==> config.mk <==
export PLATFORM = sky130hd
export DESIGN_NAME = uart_rx_frame
export DESIGN_NICKNAME = d
export VERILOG_FILES = /design/src/rtl/uart_rx_frame.sv
export SDC_FILE = /design/constraint.sdc
export NUM_CORES = 1
export LEC_CHECK = 0
export BUFFER_PORTS_ARGS = -buffer_cell sky130_fd_sc_hd__clkbuf_2
export CORE_MARGIN = 4
export CORE_UTILIZATION = 40
export DETAILED_ROUTE_END_ITERATION = 6
export GPL_TIMING_DRIVEN = 0
export PLACE_DENSITY_LB_ADDON = 0.05
export RECOVER_POWER = 50
export SLEW_MARGIN = 10
export SYNTH_ARGS = -nofsm -noshare
export SYNTH_HDL_FRONTEND = slang
export SYNTH_SLANG_ARGS = --single-unit
==> constraint.sdc <==
create_clock -name clk -period 2.8 [get_ports clk]
set_input_delay 0.28 -clock clk [delete_from_list [all_inputs] [get_ports clk]]
set_output_delay 0.28 -clock clk [all_outputs]
set_load 0.02 [all_outputs]
==> src/rtl/uart_rx_frame.sv <==
// UART 8N1 receiver with oversampled bit timing and a 4-byte frame assembler
// (ADDR_HI, ADDR_LO, DATA_HI, DATA_LO) producing {rx_addr, rx_data} strobes.
module uart_rx_frame #(
  parameter int unsigned WIDTH_DATA    = 16,
  parameter int unsigned LENGTH_ADDR   = 10,
  parameter int unsigned OVERSAMPLE    = 16,
  parameter int unsigned TIMEOUT_TICKS = 320
) (
  input  logic                   clk,
  input  logic                   rst,
  input  logic                   rx_en,
  input  logic                   RxD,
  output logic [LENGTH_ADDR-1:0] rx_addr,
  output logic [WIDTH_DATA-1:0]  rx_data,
  output logic                   rx_valid,
  output logic                   frame_err,
  output logic                   rx_busy
);

  localparam int unsigned TICK_W  = $clog2(OVERSAMPLE);
  localparam int unsigned TO_W    = $clog2(TIMEOUT_TICKS + 1);
  localparam int unsigned HI_BITS = LENGTH_ADDR - 8;

  typedef enum logic [2:0] {
    S_IDLE,
    S_START,
    S_DATA,
    S_STOP,
    S_WAIT_HIGH
  } state_t;

  state_t                   state, state_d;
  logic                     rx_meta, rxs;
  logic [TICK_W-1:0]        tick_cnt, tick_d;
  logic [2:0]               bit_cnt, bit_d;
  logic [7:0]               shift, shift_d;
  logic [1:0]               byte_idx, idx_d;
  logic [7:0]               addr_hi, addr_hi_d;
  logic [7:0]               addr_lo, addr_lo_d;
  logic [7:0]               data_hi, data_hi_d;
  logic [TO_W-1:0]          to_cnt, to_d;
  logic [LENGTH_ADDR-1:0]   addr_d;
  logic [WIDTH_DATA-1:0]    data_d;
  logic                     valid_d, err_d, byte_done;

  // Registers: synchroniser, bit engine, frame slots and outputs
  always_ff @(posedge clk) begin
    if (rst) begin
      rx_meta   <= 1'b1;
      rxs       <= 1'b1;
      state     <= S_IDLE;
      tick_cnt  <= '0;
      bit_cnt   <= '0;
      shift     <= '0;
      byte_idx  <= '0;
      addr_hi   <= '0;
      addr_lo   <= '0;
      data_hi   <= '0;
      to_cnt    <= '0;
      rx_addr   <= '0;
      rx_data   <= '0;
      rx_valid  <= 1'b0;
      frame_err <= 1'b0;
      rx_busy   <= 1'b0;
    end else begin
      rx_meta   <= RxD;
      rxs       <= rx_meta;
      state     <= state_d;
      tick_cnt  <= tick_d;
      bit_cnt   <= bit_d;
      shift     <= shift_d;
      byte_idx  <= idx_d;
      addr_hi   <= addr_hi_d;
      addr_lo   <= addr_lo_d;
      data_hi   <= data_hi_d;
      to_cnt    <= to_d;
      rx_addr   <= addr_d;
      rx_data   <= data_d;
      rx_valid  <= valid_d;
      frame_err <= err_d;
      rx_busy   <= (state_d != S_IDLE) || (idx_d != 2'd0);
    end
  end

  // Next-state: bit timing, byte acceptance, inter-byte timeout, frame decode
  always_comb begin
    state_d   = state;
    tick_d    = tick_cnt;
    bit_d     = bit_cnt;
    shift_d   = shift;
    idx_d     = byte_idx;
    addr_hi_d = addr_hi;
    addr_lo_d = addr_lo;
    data_hi_d = data_hi;
    to_d      = to_cnt;
    addr_d    = rx_addr;
    data_d    = rx_data;
    valid_d   = 1'b0;
    err_d     = 1'b0;
    byte_done = 1'b0;

    if (rx_en) begin
      case (state)
        S_IDLE: begin
          if (!rxs) begin
            state_d = S_START;
            tick_d  = '0;
            to_d    = '0;
          end else if (byte_idx != 2'd0) begin
            if (to_cnt == TO_W'(TIMEOUT_TICKS - 1)) begin
              err_d = 1'b1;
              idx_d = 2'd0;
              to_d  = '0;
            end else begin
              to_d = to_cnt + TO_W'(1);
            end
          end
        end
        S_START: begin
          if (tick_cnt == TICK_W'(OVERSAMPLE / 2 - 1)) begin
            tick_d = '0;
            if (!rxs) begin
              state_d = S_DATA;
              bit_d   = 3'd0;
            end else begin
              state_d = S_IDLE;
            end
          end else begin
            tick_d = tick_cnt + TICK_W'(1);
          end
        end
        S_DATA: begin
          if (tick_cnt == TICK_W'(OVERSAMPLE - 1)) begin
            tick_d  = '0;
            shift_d = {rxs, shift[7:1]};
            bit_d   = bit_cnt + 3'd1;
            if (bit_cnt == 3'd7) state_d = S_STOP;
          end else begin
            tick_d = tick_cnt + TICK_W'(1);
          end
        end
        S_STOP: begin
          if (tick_cnt == TICK_W'(OVERSAMPLE - 1)) begin
            tick_d = '0;
            if (rxs) begin
              state_d   = S_IDLE;
              byte_done = 1'b1;
            end else begin
              state_d = S_WAIT_HIGH;
              err_d   = 1'b1;
              idx_d   = 2'd0;
            end
          end else begin
            tick_d = tick_cnt + TICK_W'(1);
          end
        end
        S_WAIT_HIGH: begin
          if (rxs) state_d = S_IDLE;
        end
        default: state_d = S_IDLE;
      endcase
    end

    // Accepted byte goes to its slot; the fourth byte completes the frame
    if (byte_done) begin
      idx_d = byte_idx + 2'd1;
      case (byte_idx)
        2'd0: addr_hi_d = shift;
        2'd1: addr_lo_d = shift;
        2'd2: data_hi_d = shift;
        default: begin
          if ((addr_hi >> HI_BITS) == 8'd0) begin
            valid_d = 1'b1;
            addr_d  = LENGTH_ADDR'({addr_hi, addr_lo});
            data_d  = WIDTH_DATA'({data_hi, shift});
          end else begin
            err_d = 1'b1;
          end
        end
      endcase
    end
  end

endmodule

==> results.md, run 1 <==
| Group | Quantity | This run |
|---|---|---|
| synthesis | Syn. warnings | 0 |
| critical path | Critical path's top delay family | buffers and inverters |
| global routing | Vias in the first global route | 3070 |
| routing | DRC errors left | 0 |
| worst hold path | Worst min-delay path category | in -> reg |
| power | Total power | 2.106 mW |
| critical path | Slowest stage cell, crit path | sky130_fd_sc_hd__nand3_1 |
| synthesis | Share of synthesized area occupied by flip-flops and latches | 45.73% |
| power | Lkg Pwr | 1.324 nW |
| floorplan | Die boundary height | 103.9 um |
| timing | Sum of negative setup slack | 0 ps |
| layout | # fillers | 940 |
| critical path | Setup slack of the worst register-to-register path | 490 ps |
| timing | Clock Skew | 7.460 ps |
| worst hold path | Worst min-delay path startpoint | RxD |
| timing | Setup repair after global routing missed its margin | no |
| job | Max-capacitance violation count | 0 |
| timing | Share of the cycle needed by the critical path after routing | 82.52% |
| clocking | Buffer depth of the longest clock path | 2 |
| timing | Headroom to the max-slew limit | 39.47% |
| critical path | Crit path cell chain | ha_1, and4_1, clkbuf_1, nand3_1, clkbuf_2, o21ai_0, a21oi_1 |
| critical path | Total stage count of the critical path | 7 |
| timing | Smallest hold slack | 116.4 ps |
| synthesis | Share of Yosys cell area claimed by the top area cell type | 45.73% |
| critical path | Number of buffer and inverter instances along the worst setup path | 2 |
| routing | Total number of vias | 3176 |
| synthesis | Yosys cell types | 58 |
| critical path | Worst setup endpoint | rx_addr[3] |
| critical path | Worst-path fanout max | 10 |
| critical path | Launch point of the worst path | tick_cnt[0] |
| synthesis | Number of enable-type register cells in the synthesized netlist | 0 |
| floorplan | Initial cell density of the core | 41.56% |
| clocking | Hold_buf cts | 0 |
| critical path | Critical Path Sink Type | flop |
| layout | Multi-input gate area in the final layout | 1767 um2 |
| layout | Layout Nets | 478 |
| routing | Initial detailed-routing violation count | 118 |
| global routing | Wire length of the first global-routing pass | 15590 um |
| synthesis | Yosys reg bits | 84 |
| routing | Drt via density | 5.485 |
| timing | Shortest period the worst path allows | 2311 ps |
| layout | Share of post-route cells with drive strength above 1 | 8.705% |
| floorplan | Row cnt | 34 |
| outcome | Outcome | completed |
| power | Total power divided by cell area | 514.7 nW/um2 |
| critical path | Stage delay of the slowest cell on the critical path | 400 ps |
| synthesis | Top area cells in the synthesized netlist | sky130_fd_sc_hd__dfxtp_1, sky130_fd_sc_hd__a21oi_1, sky130_fd_sc_hd__nand3_1, sky130_fd_sc_hd__o21ai_0, sky130_fd_sc_hd__nand2_1 |
| clocking | Post-CTS setup buffer count | 0 |
| clocking | CTS sink count | 84 |
| layout | Diode insertion count for antenna repair | 0 |
| critical path | Endpoint of the worst-slack reg-to-reg timing path | rx_addr[3] |
| timing | Final Hold Viols | 0 |
| power | Peak supply drop | 265.2 uV |
| critical path | Sort of element at the start of the critical path | flop |
| critical path | Startpoint of the most critical register-to-register path | tick_cnt[0] |
| clocking | Cell at the root of the clock tree | sky130_fd_sc_hd__clkbuf_8 |
| synthesis | Number of nets in the synthesized netlist | 436 |
| global routing | Pin count of the biggest net entering global routing | 15 |
| floorplan | Top-level I/O count | 33 |
| routing | Number of iterations in the first detailed-routing pass | 4 |
| synthesis | Post-synthesis cell count | 424 |
| floorplan | Die Area | 10790 um2 |
| timing | Crit path setup slack, layout | 489.5 ps |
| routing | Antenna-violating nets left | 0 |
| clocking | Worst-Skew Late Latency | 350 ps |
| routing | Routed len/inst | 15.93 um |
| synthesis | Mean post-synth cell area | 8.673 um2 |
| synthesis | Post-synth ARST share | 0% |
| layout | Synth-to-Final Area Change | 11.30% |
| timing | Count of pins over their slew limit | 0 |
| global routing | Global route total overflow | 0 |
| layout | Storage cell area | 1682 um2 |
| placed design | Area after DPL | 3968 um2 |
| routing | Total Routed Length | 9221 um |
| global routing | Total global routing track utilization | 17.56% |
| global routing | Initial antenna violation count | 0 |
| placed design | HPWL Detailed | 6389 um |
| critical path | Path depth of the worst reg2reg path | 7 |
| clocking | Post-cts resize count | 0 |
| floorplan | Die Span X | 103.9 um |
| critical path | CP Class | reg -> reg |
| placed design | Worst slack at placement | 823.6 ps |
| placed design | Count of port buffers added during placement | 31 |
| synthesis | Post-Syn Area | 3677 um2 |
| clocking | H-tree depth | 3 |
| timing | Max Clock Freq | 432.8 MHz |
| timing | Setup violators final | 0 |
| timing | Slew at the pin closest to its max-slew limit | 902.5 ps |
| placed design | Placer's final routability congestion estimate | 0.8439 |
| floorplan | Core box area | 8848 um2 |
| critical path | Arrival time at the worst endpoint | 2530 ps |
| clocking | Clock Pin Slew Worst Setup and Hold Paths | 90 ps |
| clocking | TritonCTS buffer count | 9 |
| clocking | Clock tree from TritonCTS | yes |
| synthesis | Most area-hungry cell type in the Yosys netlist | sky130_fd_sc_hd__dfxtp_1 |
| critical path | Data required, critical path | 3020 ps |
| synthesis | Most used DFF post-synth | sky130_fd_sc_hd__dfxtp_1 |
| layout | Cell area after layout | 4093 um2 |
==> placed cells by master, fill, tap and decap left out, types with 3 or more instances in the layout <==
| master | n |
|---|---|
| sky130_fd_sc_hd__clkbuf_8 | 9 |
| sky130_fd_sc_hd__nand4b_1 | 3 |
| sky130_fd_sc_hd__nor3b_1 | 3 |
| sky130_fd_sc_hd__nor2_1 | 26 |
| sky130_fd_sc_hd__ha_1 | 8 |
| sky130_fd_sc_hd__mux2i_1 | 8 |
| sky130_fd_sc_hd__nand2b_1 | 7 |
| sky130_fd_sc_hd__buf_6 | 5 |
| sky130_fd_sc_hd__and3_1 | 5 |
| sky130_fd_sc_hd__xor2_1 | 5 |
| sky130_fd_sc_hd__buf_4 | 5 |
| sky130_fd_sc_hd__nor2b_1 | 3 |
| sky130_fd_sc_hd__clkbuf_2 | 3 |
| sky130_fd_sc_hd__clkbuf_1 | 48 |
| sky130_fd_sc_hd__dfxtp_1 | 84 |
| sky130_fd_sc_hd__inv_1 | 3 |
| sky130_fd_sc_hd__o21ai_0 | 29 |
| sky130_fd_sc_hd__buf_2 | 4 |
| sky130_fd_sc_hd__nand3_1 | 61 |
| sky130_fd_sc_hd__nand4_1 | 5 |
| sky130_fd_sc_hd__a21oi_1 | 63 |
| sky130_fd_sc_hd__nand2_1 | 31 |
| sky130_fd_sc_hd__and2_1 | 3 |
==> kinds of logic (layout without fill, tap and decap cells) <==
| group | after synthesis | count (layout) | synth area share (%) |
|---|---|---|---|
| compound gates | 118 | 118 | 18.75 |
| xor+xnor | 7 | 7 | 1.667 |
| fa+ha+maj | 8 | 8 | 2.722 |
| buf+inv | 36 | 83 | 5.648 |
| flops | 84 | 84 | 45.73 |
| mux | 8 | 8 | 2.178 |
| simple gates | 163 | 163 | 23.31 |
==> layer usage <==
metal	global-route usage [%]	vias to the layer above	share of wire (%)
met1	24.96	1510	52
met2	26.46	51	43
met5	0	-	0
met3	3.104	12	3.3
li1	-	1603	-
met4	6.743	0	1.9
==> area by class of cell <==
type | count | share of cell area, %
sequential | 84 | 41.09
inverter | 3 | 0.2751
clock inverter | 6 | 1.590
clock buffer | 10 | 3.118
timing repair buffer | 31 | 2.904
buffer | 33 | 4.555
tap | 108 | 3.302
multi-input combinational | 304 | 43.17
==> sequential cells by signal (all words and copies together), names as in the netlist, 2 cells and up <==
register and count:
rx_data 16, rx_addr 10, to_cnt 9, addr_hi 8
addr_lo 8, data_hi 8, shift 8, tick_cnt 4
bit_cnt 3, state 3, byte_idx 2
==> report_power, final <==
group          internal [mW]  switching, mW  leakage, nW
Clock                  0.413          0.440       0.0962
Sequential              1.20        0.00260        0.677
Combinational         0.0135         0.0408        0.551
Total                   1.62          0.484         1.32
==> cells in the mapped netlist (all sizes together), types with 2 or more instances <==
| master | count |
|---|---|
| a2111oi | 2 |
| a211oi | 2 |
| a21oi | 63 |
| a22oi | 2 |
| a31oi | 2 |
| a41oi | 2 |
| and2 | 4 |
| and3 | 5 |
| and4 | 2 |
| buf | 18 |
| clkbuf | 15 |
| dfxtp | 84 |
| ha | 8 |
| inv | 3 |
| mux2i | 8 |
| nand2 | 31 |
| nand2b | 7 |
| nand3 | 62 |
| nand4 | 5 |
| nand4b | 3 |
| nor2 | 26 |
| nor2b | 3 |
| nor3 | 2 |
| nor3b | 3 |
| nor4b | 2 |
| o211ai | 2 |
| o21ai | 29 |
| or2 | 2 |
| xnor2 | 2 |
| xor2 | 5 |
==> metrics by stage <==
| step | utilization [%] | instances |
|---|---|---|
| 2_1_floorplan | - | 424 |
| 4_1_cts | 47.02 | 579 |
| 3_3_place_gp | 44.84 | 563 |
| 3_5_place_dp | 44.84 | 563 |
| 6_report | 46.25 | 579 |
| 5_1_grt | 46.25 | 579 |
==> worst min path at each step <==
stage               to  slack, ps  cells after the start
5_1_grt        rx_meta        110                      2
6_report       rx_meta        120                      2
3_5_place_dp       rxs        400                      1
4_1_cts        rx_meta        100                      2
3_3_place_gp       rxs        390                      1
2_1_floorplan  rx_meta        380                      1
(Power assumes the default switching activity.)
==> run 2: changes to the inputs <==
==> constraint.sdc (replaced) <==
create_clock -name clk -period 1.9 [get_ports clk]
set_input_delay 0.19 -clock clk [delete_from_list [all_inputs] [get_ports clk]]
set_output_delay 0.19 -clock clk [all_outputs]
set_load 0.02 [all_outputs]
==> run 2 against run 1 <==
  * Critical endpoint unchanged
  * Cell area increased by 2.3%
  * Largest cell class unchanged
  * Sequential power is 48% higher
  * First-iteration DRC count shrank 0.85%
  * Wire length grew 1.0%
  * Via count rose by 0.82%
==> results.md, run 2 (same netlist as run 1, synthesis figures left out) <==
| Group | Quantity | This run |
|---|---|---|
| outcome | Outcome | completed |
| clocking | Buffer depth of the longest clock path | 2 |
| floorplan | Die Span X | 103.9 um |
| timing | Clock Skew | 7.994 ps |
| layout | Synth-to-Final Area Change | 13.85% |
| power | Lkg Pwr | 1.368 nW |
| worst hold path | Worst min-delay path startpoint | RxD |
| timing | Final Hold Viols | 0 |
| layout | Layout Nets | 482 |
| worst hold path | Cell depth of the worst hold path | 2 |
| clocking | Cell at the root of the clock tree | sky130_fd_sc_hd__clkbuf_8 |
| timing | Slew at the pin closest to its max-slew limit | 616.9 ps |
| routing | Total number of vias | 3202 |
| timing | Max Clock Freq | 559.2 MHz |
| floorplan | Row cnt | 34 |
| global routing | Total global routing track utilization | 17.56% |
| global routing | Wire length of the first global-routing pass | 15590 um |
| critical path | Startpoint of the most critical register-to-register path | tick_cnt[1] |
| layout | Diode insertion count for antenna repair | 0 |
| timing | Setup violators final | 0 |
| routing | Antenna-violating nets left | 0 |
| worst hold path | Worst min-delay path category | in -> reg |
| floorplan | Core box area | 8848 um2 |
| timing | Count of pins over their slew limit | 0 |
| floorplan | Die Area | 10790 um2 |
| power | Total power divided by cell area | 744.9 nW/um2 |
| layout | Commonest non-fill, non-tap cell in the layout | sky130_fd_sc_hd__dfxtp_1 |
| critical path | CP Class | reg -> reg |
| routing | Total Routed Length | 9314 um |
| critical path | Arrival time at the worst endpoint | 2010 ps |
| clocking | H-tree depth | 3 |
| clocking | Clock tree from TritonCTS | yes |
| timing | Headroom to the max-slew limit | 58.87% |
| layout | Most frequent cells in the layout | sky130_fd_sc_hd__dfxtp_1, sky130_fd_sc_hd__a21oi_1, sky130_fd_sc_hd__nand3_1, sky130_fd_sc_hd__clkbuf_1, sky130_fd_sc_hd__nand2_1 |
| global routing | Vias in the first global route | 3068 |
| critical path | Critical Path Sink Type | flop |
| clocking | Clock Pin Slew Worst Setup and Hold Paths | 90 ps |
| routing | Initial detailed-routing violation count | 117 |
| critical path | Worst-path fanout max | 10 |
| clocking | TritonCTS buffer count | 9 |
| worst hold path | Terminating pin of the worst hold path | rx_meta |
| critical path | Endpoint of the worst-slack reg-to-reg timing path | rx_addr[3] |
| floorplan | Initial cell density of the core | 41.56% |
| critical path | Data required, critical path | 2120 ps |
| clocking | CTS sink count | 84 |
| floorplan | Die boundary height | 103.9 um |
| layout | Largest register by flop count | rx_data |
| global routing | Pin count of the biggest net entering global routing | 15 |
| job | Max-capacitance violation count | 0 |
| routing | Number of iterations in the first detailed-routing pass | 4 |
| routing | Drt via density | 5.492 |
| layout | Flip-flop count of the largest register after layout | 16 |
| clocking | Hold_buf cts | 0 |
| timing | Shortest period the worst path allows | 1788 ps |
| layout | Count of non-filler cells in the finished layout | 583 |
| global routing | Initial antenna violation count | 0 |
| timing | Share of the cycle needed by the critical path after routing | 94.11% |
| critical path | Sort of element at the start of the critical path | flop |
| routing | Routed len/inst | 15.98 um |
| timing | Sum of negative setup slack | 0 ps |
| placed design | Placer's final routability congestion estimate | 0.8439 |
| clocking | Worst-Skew Late Latency | 350 ps |
| placed design | Count of port buffers added during placement | 31 |
| placed design | Placed Cells | 563 |
| critical path | Setup slack of the worst register-to-register path | 110 ps |
| routing | DRC errors left | 0 |
| layout | Largest registers | rx_data: 16 flops, rx_addr: 10 flops, to_cnt: 9 flops |
| placed design | HPWL Detailed | 6389 um |
| floorplan | Top-level I/O count | 33 |
| layout | Share of post-route cells with drive strength above 1 | 12.00% |
| power | Peak supply drop | 397.3 uV |
| critical path | Path depth of the worst reg2reg path | 7 |
| global routing | Global route total overflow | 0 |
[run 2: cell count changes in the layout (fill, tap and decap cells not counted), moves of 2 or more]
cell / delta
sky130_fd_sc_hd__a21oi_1: -2
sky130_fd_sc_hd__a21oi_2: +2
sky130_fd_sc_hd__buf_4: +6
sky130_fd_sc_hd__clkbuf_1: -5
sky130_fd_sc_hd__nand3_1: -2
[run 2: area by class of cell]
| class | count | area (um2) |
|---|---|---|
| Timing Repair Buffer | 35 | 148.9 |
| Inverter | 3 | 11.26 |
| Sequential cell | 84 | 1683 |
| Fill cell | 932 | 4662 |
| Multi-Input combinational cell | 304 | 1815 |
| Clock inverter | 6 | 65.06 |
| Tap cell | 108 | 135.1 |
| Clock buffer | 10 | 127.6 |
| Buffer | 33 | 200.2 |
[run 2: where the power goes]
group	switching (mW)	internal [mW]	leakage, nW
clock network	0.659	0.608	0.0962
logic	0.0602	0.0224	0.594
registers	0.00485	1.76	0.677
total	0.724	2.39	1.37
[run 2: repair_timing]
| item | in CTS | in global routing |
|---|---|---|
| pin swaps | 1 | 3 |
| gates resized for setup | 1 | 9 |
| setup buffers | 1 | 3 |
| setup endpoints to repair | 9 | 48 |
[run 2: worst max path at each step]
stage                      startpoint    endpoint  slack, ps  cells past startpoint
after floorplan           byte_idx[0]   to_cnt[6]        280                      6
after global placement    byte_idx[0]  addr_hi[7]        -40                      6
after detailed placement  byte_idx[0]  addr_hi[3]        -80                      6
after CTS                 tick_cnt[0]  rx_addr[3]          2                      7
after global routing      tick_cnt[1]  rx_addr[0]         -5                      7
final                     tick_cnt[1]  rx_addr[3]        110                      7
[run 2: metal layers]
metal  global-route usage, %  wire length (um)  share of wire [%]
met5                       0                 0                  0
met2                   26.42              4059                 44
met1                   25.00              4709                 51
met4                   6.743               191                2.1
met3                   3.104               353                3.8
[run 2: critical path, stage by stage (launching register included)]
cell                       delay [ps]
sky130_fd_sc_hd__dfxtp_1          370
sky130_fd_sc_hd__ha_2             220
sky130_fd_sc_hd__and4_1           200
sky130_fd_sc_hd__buf_4            180
sky130_fd_sc_hd__nand3_4          150
sky130_fd_sc_hd__clkbuf_2         240
sky130_fd_sc_hd__o21ai_0          200
sky130_fd_sc_hd__a21oi_1           90
[run 2: metrics by stage]
step | util [%] | hold WS [ps] | worst slack (ps) | total power [mW] | instance area (um2)
finish | 47.31 | 25.05 | 111.8 | 3.118 | 4187
global route | 47.31 | 17.78 | -4.514 | 3.240 | 4187
CTS | 47.16 | 9.962 | 1.733 | 3.155 | 4173
detailed placement | 44.84 | 380.5 | -76.39 | 1.891 | 3968
global placement | 44.84 | 371.9 | -43.98 | 1.891 | 3968
floorplan | - | 293.8 | 285.0 | 1.862 | 3677
